`src/rtl/memory.sv`:
```
// Simon Says sequence store: 32 x 6-bit flop array with one write port, one
// registered read port, and an asynchronous clear of every entry.
module memory #(
   parameter int DATA_WIDTH = 6,
   parameter int ADDR_WIDTH = 5,
   localparam int DEPTH     = 2**ADDR_WIDTH
) (
   input  logic                  clk,
   input  logic                  rst_n,
   input  logic [DATA_WIDTH-1:0] data_In,
   input  logic [ADDR_WIDTH-1:0] w_ptr,
   input  logic [ADDR_WIDTH-1:0] r_ptr,
   input  logic                  w_en,
   input  logic                  r_en,
   output logic [DATA_WIDTH-1:0] data_Out
);

   logic [DATA_WIDTH-1:0] r_mem [DEPTH];
   logic [DATA_WIDTH-1:0] r_data_out;

   // Both ports update in the same non-blocking step, so a same-address
   // read returns the old word (read-before-write).
   always_ff @(posedge clk or negedge rst_n) begin
      if (!rst_n) begin
         r_mem      <= '{default: '0};
         r_data_out <= '0;
      end else begin
         if (w_en) r_mem[w_ptr] <= data_In;
         if (r_en) r_data_out   <= r_mem[r_ptr];
      end
   end

   assign data_Out = r_data_out;

endmodule

```
`config.mk`:
```
export PLATFORM = sky130hd
export DESIGN_NAME = memory
export DESIGN_NICKNAME = d
export VERILOG_FILES = /design/src/rtl/memory.sv
export SDC_FILE = /design/constraint.sdc
export NUM_CORES = 1
export LEC_CHECK = 0
export CAP_MARGIN = 30
export CORE_MARGIN = 4
export CORE_UTILIZATION = 50
export DETAILED_ROUTE_END_ITERATION = 16
export PLACE_DENSITY = 0.69
export SKIP_CTS_REPAIR_TIMING = 1
export SYNTH_ARGS = -nofsm -noshare
export SYNTH_HDL_FRONTEND = slang
export SYNTH_SLANG_ARGS = --single-unit
```
`constraint.sdc`:
```
create_clock -name clk -period 1.1 [get_ports clk]
set_input_delay 0.33 -clock clk [delete_from_list [all_inputs] [get_ports clk]]
set_output_delay 0.33 -clock clk [all_outputs]
set_load 0.01 [all_outputs]
```
==> impl_results.rst, run 1 <==
.. list-table::
   :header-rows: 1

   * - Metric
     - Value
   * - Final count of negative-setup-slack endpoints
     - 107
   * - Share of final-layout standard cells stronger than drive strength 1
     - 56.7%
   * - Required time of the critical path
     - about 1.4 ns
   * - Detailed-route DRC error count
     - 0
   * - Top flip-flop cell by instance count after synthesis
     - dfrtp_1
   * - Final Hold Fails
     - 0
   * - Number of cells on the worst reg-to-reg path
     - 5
   * - Net total in the final layout
     - slightly below 800
   * - Violations in the final reports
     - negative setup slack
   * - Starting density of the core
     - 51.0%
   * - Max-capacitance violation count
     - 0
   * - Synth top area cells
     - dfrtp_1 54%, mux2_2 24%, mux2i_1 10%
   * - Die footprint
     - 20,700 µm²
   * - DPL Wire Length
     - 15,500 µm
   * - Accumulated negative setup slack
     - -7.68 ns
   * - Reg-to-Reg End
     - data_Out[4]$_DFFE_PN0P_
   * - Commonest cells after routing, fill and taps aside
     - 197 x dfrtp_1, 101 x mux2_4, 97 x mux2_2
   * - Crit path capture type
     - flip-flop
   * - Detailed Route Iter0 Violations
     - approximately 360
   * - Final worst-path cycle share
     - 128%
   * - Detailed-router iteration count before antenna repair
     - 4
   * - Family with the most delay on the worst path
     - multiplexers
   * - Classification of the worst setup path
     - reg -> reg
   * - Startpoint type of the worst setup path
     - flip-flop
   * - Clock Tree Root
     - clkbuf_16
   * - Die Span Y
     - 144 µm
   * - Share of synthesized registers carrying an async set or reset
     - 100%
   * - Register bit total from synthesis
     - 198
   * - Summed instance area of the synthesized netlist
     - 9230 µm²
   * - Final antenna diode count
     - 0
   * - Count of nets left with antenna violations after detail routing
     - 0
   * - Max Freq
     - 708 MHz
   * - EDFF count, synth
     - 0
   * - Gp weighted congestion
     - 0.886
   * - Register-to-register setup slack
     - -0.31 ns
   * - Number of H-tree levels
     - 4
   * - Ordered list of cells on the worst path
     - mux2i_2, a22oi_2, a21oi_2, nor4_2, mux2_4
   * - Antenna violations before repair
     - 0
   * - Number of slew-limit violations in the final report
     - 0
   * - Post-layout instance area
     - approximately 12,000 µm²
   * - Maximum clock skew at final layout
     - 0.00699 ns
   * - Number of global-route vias before repair
     - a little over 6,000
   * - PnR worst setup slack
     - -0.313 ns
   * - Sequential element share of the synthesized area
     - 53.7%
   * - Max Fanout on Critical Path
     - 2
   * - Commonest non-fill, non-tap cell in the layout
     - dfrtp_1
   * - Final Core Density
     - 67.3%
   * - Cells after synthesis
     - between 600 and 700
   * - Post-detailed-route wirelength per cell
     - roughly 24 µm
   * - Register cell area after layout
     - between 4000 and 5000 µm²
   * - Pin count of the biggest net entering global routing
     - 35
   * - Syn nets
     - 689
   * - Clock latency of the later-clocked register in the worst-skew pair
     - approximately 0.43 ns
   * - Relative area change from synthesis to final layout
     - 31.9%
   * - Result of the run
     - finished with violations
   * - Static power due to leakage
     - 5.63 nW
   * - Placed cell areas
     - 10,800 µm²
   * - Clock transition at path regs
     - 0.07 ns
   * - Start of the worst register-to-register path
     - r_mem[100]$_DFFE_PN0P_
   * - Max Buffers Root-to-Sink
     - 2
   * - Average footprint of a synthesized cell
     - about 14 µm²
   * - Global-route wire length before repair
     - approximately 36,000 µm
   * - Overall global routing resource usage
     - 23.2%
   * - Placement row count
     - 49
   * - Synthesis warning total
     - 0
   * - Area of the multi-input gates
     - slightly above 5000 µm²
   * - Clock tree from TritonCTS
     - yes
   * - Unrepaired setup endpoints after global routing
     - true
   * - Max rail drop VDD
     - approximately 1.2 mV
   * - Horiz. Die Dim
     - 144 µm
   * - I/O pins
     - 26
   * - IO Port Bufs
     - 25
   * - Largest area contributor in the synthesized netlist
     - dfrtp_1
   * - Worst slew margin
     - 79.4%
   * - Synth unique cells
     - 27
   * - CTS sink count
     - 198
   * - Fraction of post-synthesis cell area in the top cell type by area
     - 53.7%
   * - Post-DR vias/cell
     - 5.92
   * - Worst Hold Class
     - in -> async
   * - Maximum single-stage delay on the critical path
     - approximately 0.40 ns
   * - Arrival @ worst endpoint
     - 1.73 ns
   * - Buf/Inv on CP
     - 0
   * - Min Tclk post-route
     - between 1 and 1.5 ns
   * - Via count
     - slightly below 6,000
   * - Fill cell total of the finished layout
     - between 1,000 and 1,500
   * - Final routed wirelength across all metal layers
     - 24,200 µm
   * - Pwr dens
     - 1690 nW/µm²
   * - Number of buffers created by CTS
     - 17
   * - Pre-CTS setup slack
     - -1.13 ns
   * - Pin slew with the least headroom to its limit
     - 0.303 ns
   * - Aggregate global routing overflow
     - 0
   * - Area of the core region
     - 18,100 µm²
   * - Slowest CP cell
     - dfrtp_1
-- logic make-up after synthesis --
| family | share of synthesized area (%) |
|---|---|
| AND/OR/NAND/NOR | 3.74 |
| flip-flops | 53.7 |
| multiplexers | 34.6 |
| buffers and inverters | 2.78 |
| AO/OA/AOI/OAI | 5.21 |
-- synthesized netlist by cell type, types with 4 or more instances --
cell and count:
a22oi_1 48, dfrtp_1 198, nand3b_1 4, mux2i_1 96, clkbuf_1 21, mux2_2 198
nand2_1 18, buf_2 8, a21oi_1 24, buf_4 4, nor3b_1 4, nor2_1 14
nor4_1 6, nor2_4 4, buf_6 4
-- routing by layer --
layer | GRT usage (%) | part of all wire (%)
met5 | 0 | 0
met4 | 8.03 | 1.7
met3 | 4.83 | 4.8
met2 | 36.8 | 49
met1 | 31.8 | 45
-- worst max-delay path by stage --
stage | startpoint | endpoint | cells after the start
6_report | r_mem[100]$_DFFE_PN0P_ | data_Out[4]$_DFFE_PN0P_ | 5
5_1_grt | r_mem[133]$_DFFE_PN0P_ | data_Out[1]$_DFFE_PN0P_ | 5
3_3_place_gp | r_ptr[2] | data_Out[2]$_DFFE_PN0P_ | 7
3_5_place_dp | r_ptr[2] | data_Out[2]$_DFFE_PN0P_ | 7
4_1_cts | data_Out[2]$_DFFE_PN0P_ | data_Out[2] | 1
2_1_floorplan | r_ptr[0] | data_Out[1]$_DFFE_PN0P_ | 8
-- flip-flops by register name, indices dropped and copies added, names as in the netlist --
name and cells:
r_mem 192, data_Out 6
-- metrics by stage --
stage | cells | hold slack [ns] | total power, W
after floorplan | 669 | 0.0344 | 0.0121
after global placement | 942 | 0.261 | 0.0134
after detailed placement | 942 | 0.257 | 0.0136
after CTS | 974 | -0.204 | 0.0202
after global routing | 992 | 0.373 | 0.0214
final | 992 | 0.371 | 0.0206
-- worst register-to-register path, cell delays in order (launching register included) --
cell     delay (ns)
dfrtp_1        0.40
mux2i_2        0.28
a22oi_2        0.11
a21oi_2        0.19
nor4_2         0.07
mux2_4         0.25
-- area by class of cell --
type                       count  share of cell area, %
multi-input combinational    429                   41.3
sequential                   198                   40.7
clock buffer                  20                   3.75
clock inverter                12                   1.37
timing repair buffer         104                   10.4
tap                          229                   2.35
-- report_power, final --
part,switching [W],internal [W],leakage (nW)
registers,0.000891,0.00870,2.52
logic,0.00182,0.00262,2.81
clock network,0.00279,0.00374,0.303
total,0.00550,0.0151,5.63
No activity file was read; power rests on OpenSTA's default activity.
==> run 2: changes to the inputs <==
--- a/config.mk
+++ b/config.mk
@@ -6,10 +6,12 @@
 export NUM_CORES = 1
 export LEC_CHECK = 0
 export CAP_MARGIN = 30
+export CELL_PAD_IN_SITES_DETAIL_PLACEMENT = 0
+export CELL_PAD_IN_SITES_GLOBAL_PLACEMENT = 1
 export CORE_MARGIN = 4
-export CORE_UTILIZATION = 50
+export CORE_UTILIZATION = 47
 export DETAILED_ROUTE_END_ITERATION = 16
-export PLACE_DENSITY = 0.69
+export PLACE_DENSITY = 0.77
 export SKIP_CTS_REPAIR_TIMING = 1
 export SYNTH_ARGS = -nofsm -noshare
 export SYNTH_HDL_FRONTEND = slang
==> run 2 against run 1 <==
  * The flow still finishes with violations (negative setup slack)
  * First-iteration DRC count increased by 1.7%
  * Combinational power increased by 9.0%
  * Flip-flop and latch count unchanged
  * Core utilization decreased by 1.4 points
  * Via count increased by 6.2%
  * Sequential share of layout area decreased by 1.2 points
  * Clock-buffer cell count decreased by 3
  * Critical path depth increased by 3
  * Largest power group unchanged
  * Non-clock buffer count increased by 31
  * Clock skew increased by 0.0050 ns
  * Register-to-register slack got worse by 0.05 ns
  * Routed wire length increased by 7.5%
==> impl_results.rst, run 2 (same netlist as run 1, synthesis figures left out) <==
.. list-table::
   :header-rows: 1

   * - Metric
     - Value
   * - Result of the run
     - finished with violations
   * - Violations in the final reports
     - negative setup slack
   * - Start of the worst register-to-register path
     - r_mem[86]$_DFFE_PN0P_
   * - Startpoint type of the worst setup path
     - input pin
   * - Final count of negative-setup-slack endpoints
     - 109 (+1.9%)
   * - Inst Count DP
     - 997 (+5.8%)
   * - Starting density of the core
     - 48.5% (-2.5 points)
   * - Worst Hold Class
     - in -> async
   * - Cell-internal power
     - 0.0145 W (-3.5%)
   * - Number of slew-limit violations in the final report
     - 0 (unchanged)
   * - Overall global routing resource usage
     - 23.0% (-0.16 points)
   * - Share of total power in the clock network
     - 29.6% (-2.2 points)
   * - Placement row count
     - 50 (+2.0%)
   * - Unrepaired setup endpoints after global routing
     - true
   * - Worst slew margin
     - 76.9% (-2.5 points)
   * - Clock Tree Root
     - clkbuf_16
   * - Classification of the worst setup path
     - in -> reg
   * - Number of buffers created by CTS
     - 17 (unchanged)
   * - Sw power
     - 0.00604 W (+9.7%)
   * - Final worst-path cycle share
     - 133% (+4.9 points)
   * - Global-route wire length before repair
     - 38,400 µm (+6.1%)
   * - IO Port Bufs
     - 25 (unchanged)
   * - Post-detailed-route wirelength per cell
     - 24.7 µm (+1.1%)
   * - Final antenna diode count
     - 0 (unchanged)
   * - Pin count of the biggest net entering global routing
     - 48 (+37%)
   * - Detailed Route Iter0 Violations
     - 367 (+1.7%)
   * - Static power due to leakage
     - 5.69 nW (+0.94%)
   * - Largest register FFs
     - 192 (unchanged)
   * - Final Core Density
     - 65.9% (-1.4 points)
   * - DPL Wire Length
     - 16,600 µm (+6.8%)
   * - Max Buffers Root-to-Sink
     - 2 (unchanged)
   * - Detailed-route DRC error count
     - 0 (unchanged)
   * - Horiz. Die Dim
     - 148 µm (+3.0%)
   * - Count of nets left with antenna violations after detail routing
     - 0 (unchanged)
   * - Pwr dens
     - 1640 nW/µm² (-2.8%)
   * - Aggregate global routing overflow
     - 0 (unchanged)
   * - Number of H-tree levels
     - 4 (unchanged)
   * - CTS sink count
     - 198 (unchanged)
   * - Final Hold Fails
     - 0 (unchanged)
   * - Reg-to-Reg End
     - data_Out[2]$_DFFE_PN0P_
   * - Maximum clock skew at final layout
     - 0.0120 ns (+0.00501 ns)
   * - Area of the core region
     - 19,000 µm² (+5.2%)
   * - Net total in the final layout
     - 801 (+4.0%)
   * - Final Non-Filler Cells
     - 1,054 (+6.3%)
   * - Required time of the critical path
     - 1.49 ns (+0.07 ns)
   * - Crit path capture type
     - flip-flop
   * - PnR worst setup slack
     - -0.367 ns (-0.0536 ns)
   * - Relative area change from synthesis to final layout
     - 35.8%
   * - Clock tree from TritonCTS
     - yes
   * - Pin slew with the least headroom to its limit
     - 0.346 ns (+0.0436 ns)
   * - Via count
     - 6,235 (+6.2%)
   * - Arrival @ worst endpoint
     - 1.86 ns (+0.13 ns)
   * - Register-to-register setup slack
     - -0.36 ns (-0.05 ns)
   * - Gp weighted congestion
     - 0.855 (-3.5%)
   * - Post-DR vias/cell
     - 5.92 (about the same)
   * - Proportion of power drawn by flip-flops and latches
     - 46.9% (+0.3 points)
   * - Detailed-router iteration count before antenna repair
     - 4 (unchanged)
   * - Accumulated negative setup slack
     - -7.98 ns (-0.305 ns)
   * - Register name with the most flops
     - r_mem
   * - Commonest non-fill, non-tap cell in the layout
     - dfrtp_1
   * - Min Tclk post-route
     - 1.47 ns (+0.0536 ns)
   * - Number of cells on the worst reg-to-reg path
     - 5 (unchanged)
   * - Antenna violations before repair
     - 0 (unchanged)
   * - Final routed wirelength across all metal layers
     - 26,100 µm (+7.5%)
   * - Number of global-route vias before repair
     - 6,428 (+3.2%)
   * - Share of final-layout standard cells stronger than drive strength 1
     - 60.3% (+3.6 points)
   * - Die Span Y
     - 148 µm (+3.0%)
   * - Max-capacitance violation count
     - 0 (unchanged)
   * - Clock transition at path regs
     - 0.08 ns (about the same)
   * - Combinational cell fraction of total power
     - 23.5% (+1.9 points)
   * - Max rail drop VDD
     - 1.18 mV (-3.1%)
   * - Die footprint
     - 21,900 µm² (+6.0%)
   * - Max Freq
     - 682 MHz (-3.7%)
   * - I/O pins
     - 26 (unchanged)
   * - Clock latency of the later-clocked register in the worst-skew pair
     - 0.44 ns (about the same)
   * - Max Fanout on Critical Path
     - 11 (+9)
   * - Commonest cells after routing, fill and taps aside
     - 198 x dfrtp_1, 106 x mux2_4, 92 x mux2_2
   * - Sw Share
     - 29.3% (+2.6 points)
[run 2: changes by cell type in the layout (fill, tap and decap cells not counted), moves of 4 or more]
cell,previous run,this run
nand2_4,13,9
a22oi_2,23,14
nand2_8,3,7
a22oi_1,25,34
mux2_4,101,106
mux2i_1,84,61
mux2_2,97,92
buf_4,34,66
mux2i_2,11,29
mux2i_4,1,6
[run 2: critical path, cell delays in order]
cell,delay (ns)
buf_12,0.13
buf_12,0.16
buf_4,0.15
mux2i_2,0.17
a22oi_2,0.25
a21oi_1,0.13
nor4_2,0.32
mux2_4,0.20
[run 2: metal layers]
metal / wire length [µm] / part of all wire (%) / GRT usage [%] / vias up
li1: - / - / - / 2685
met3: 1300 / 5.0 / 4.81 / 39
met2: 12400 / 48 / 35.6 / 182
met4: 546 / 2.1 / 6.05 / 0
met5: 0 / 0 / 0 / -
met1: 11800 / 45 / 33.3 / 3329
[run 2: how the worst max path moves through the flow]
stage | cells past startpoint | slack [ns] | to | start
6_report | 8 | -0.37 | data_Out[2]$_DFFE_PN0P_ | r_ptr[0]
5_1_grt | 5 | -0.42 | data_Out[2]$_DFFE_PN0P_ | r_mem[86]$_DFFE_PN0P_
4_1_cts | 9 | -0.70 | data_Out[0]$_DFFE_PN0P_ | r_ptr[2]
3_5_place_dp | 9 | -1.16 | data_Out[1]$_DFFE_PN0P_ | r_ptr[2]
3_3_place_gp | 9 | -1.18 | data_Out[1]$_DFFE_PN0P_ | r_ptr[2]
2_1_floorplan | 8 | -0.42 | data_Out[1]$_DFFE_PN0P_ | r_ptr[0]
[run 2: metrics by stage]
stage / area [µm²] / power (W) / hold WS (ns) / worst slack, ns
2_1_floorplan: 9840 / 0.0121 / 0.0344 / -0.419
3_3_place_gp: 11000 / 0.0136 / 0.236 / -1.18
3_5_place_dp: 11000 / 0.0138 / 0.238 / -1.16
4_1_cts: 11500 / 0.0199 / -0.234 / -0.700
5_1_grt: 12500 / 0.0214 / 0.355 / -0.415
6_report: 12500 / 0.0206 / 0.344 / -0.367
[run 2: layout make-up]
class | count | area (µm²)
Clock buffer | 17 | 425
Clock inverter | 15 | 138
Fill cell | 1361 | 6490
Multi-Input combinational cell | 429 | 5200
Sequential cell | 198 | 4950
Tap cell | 260 | 325
Timing Repair Buffer | 135 | 1490
[run 2: power by group through the flow]
stage	combinational [W]	sequential, W	clock [W]
final	0.00484	0.00966	0.00608
after global routing	0.00514	0.00980	0.00644
after CTS	0.00424	0.00950	0.00615
after detailed placement	0.00423	0.00960	0
after global placement	0.00411	0.00951	0
after floorplan	0.00271	0.00935	0
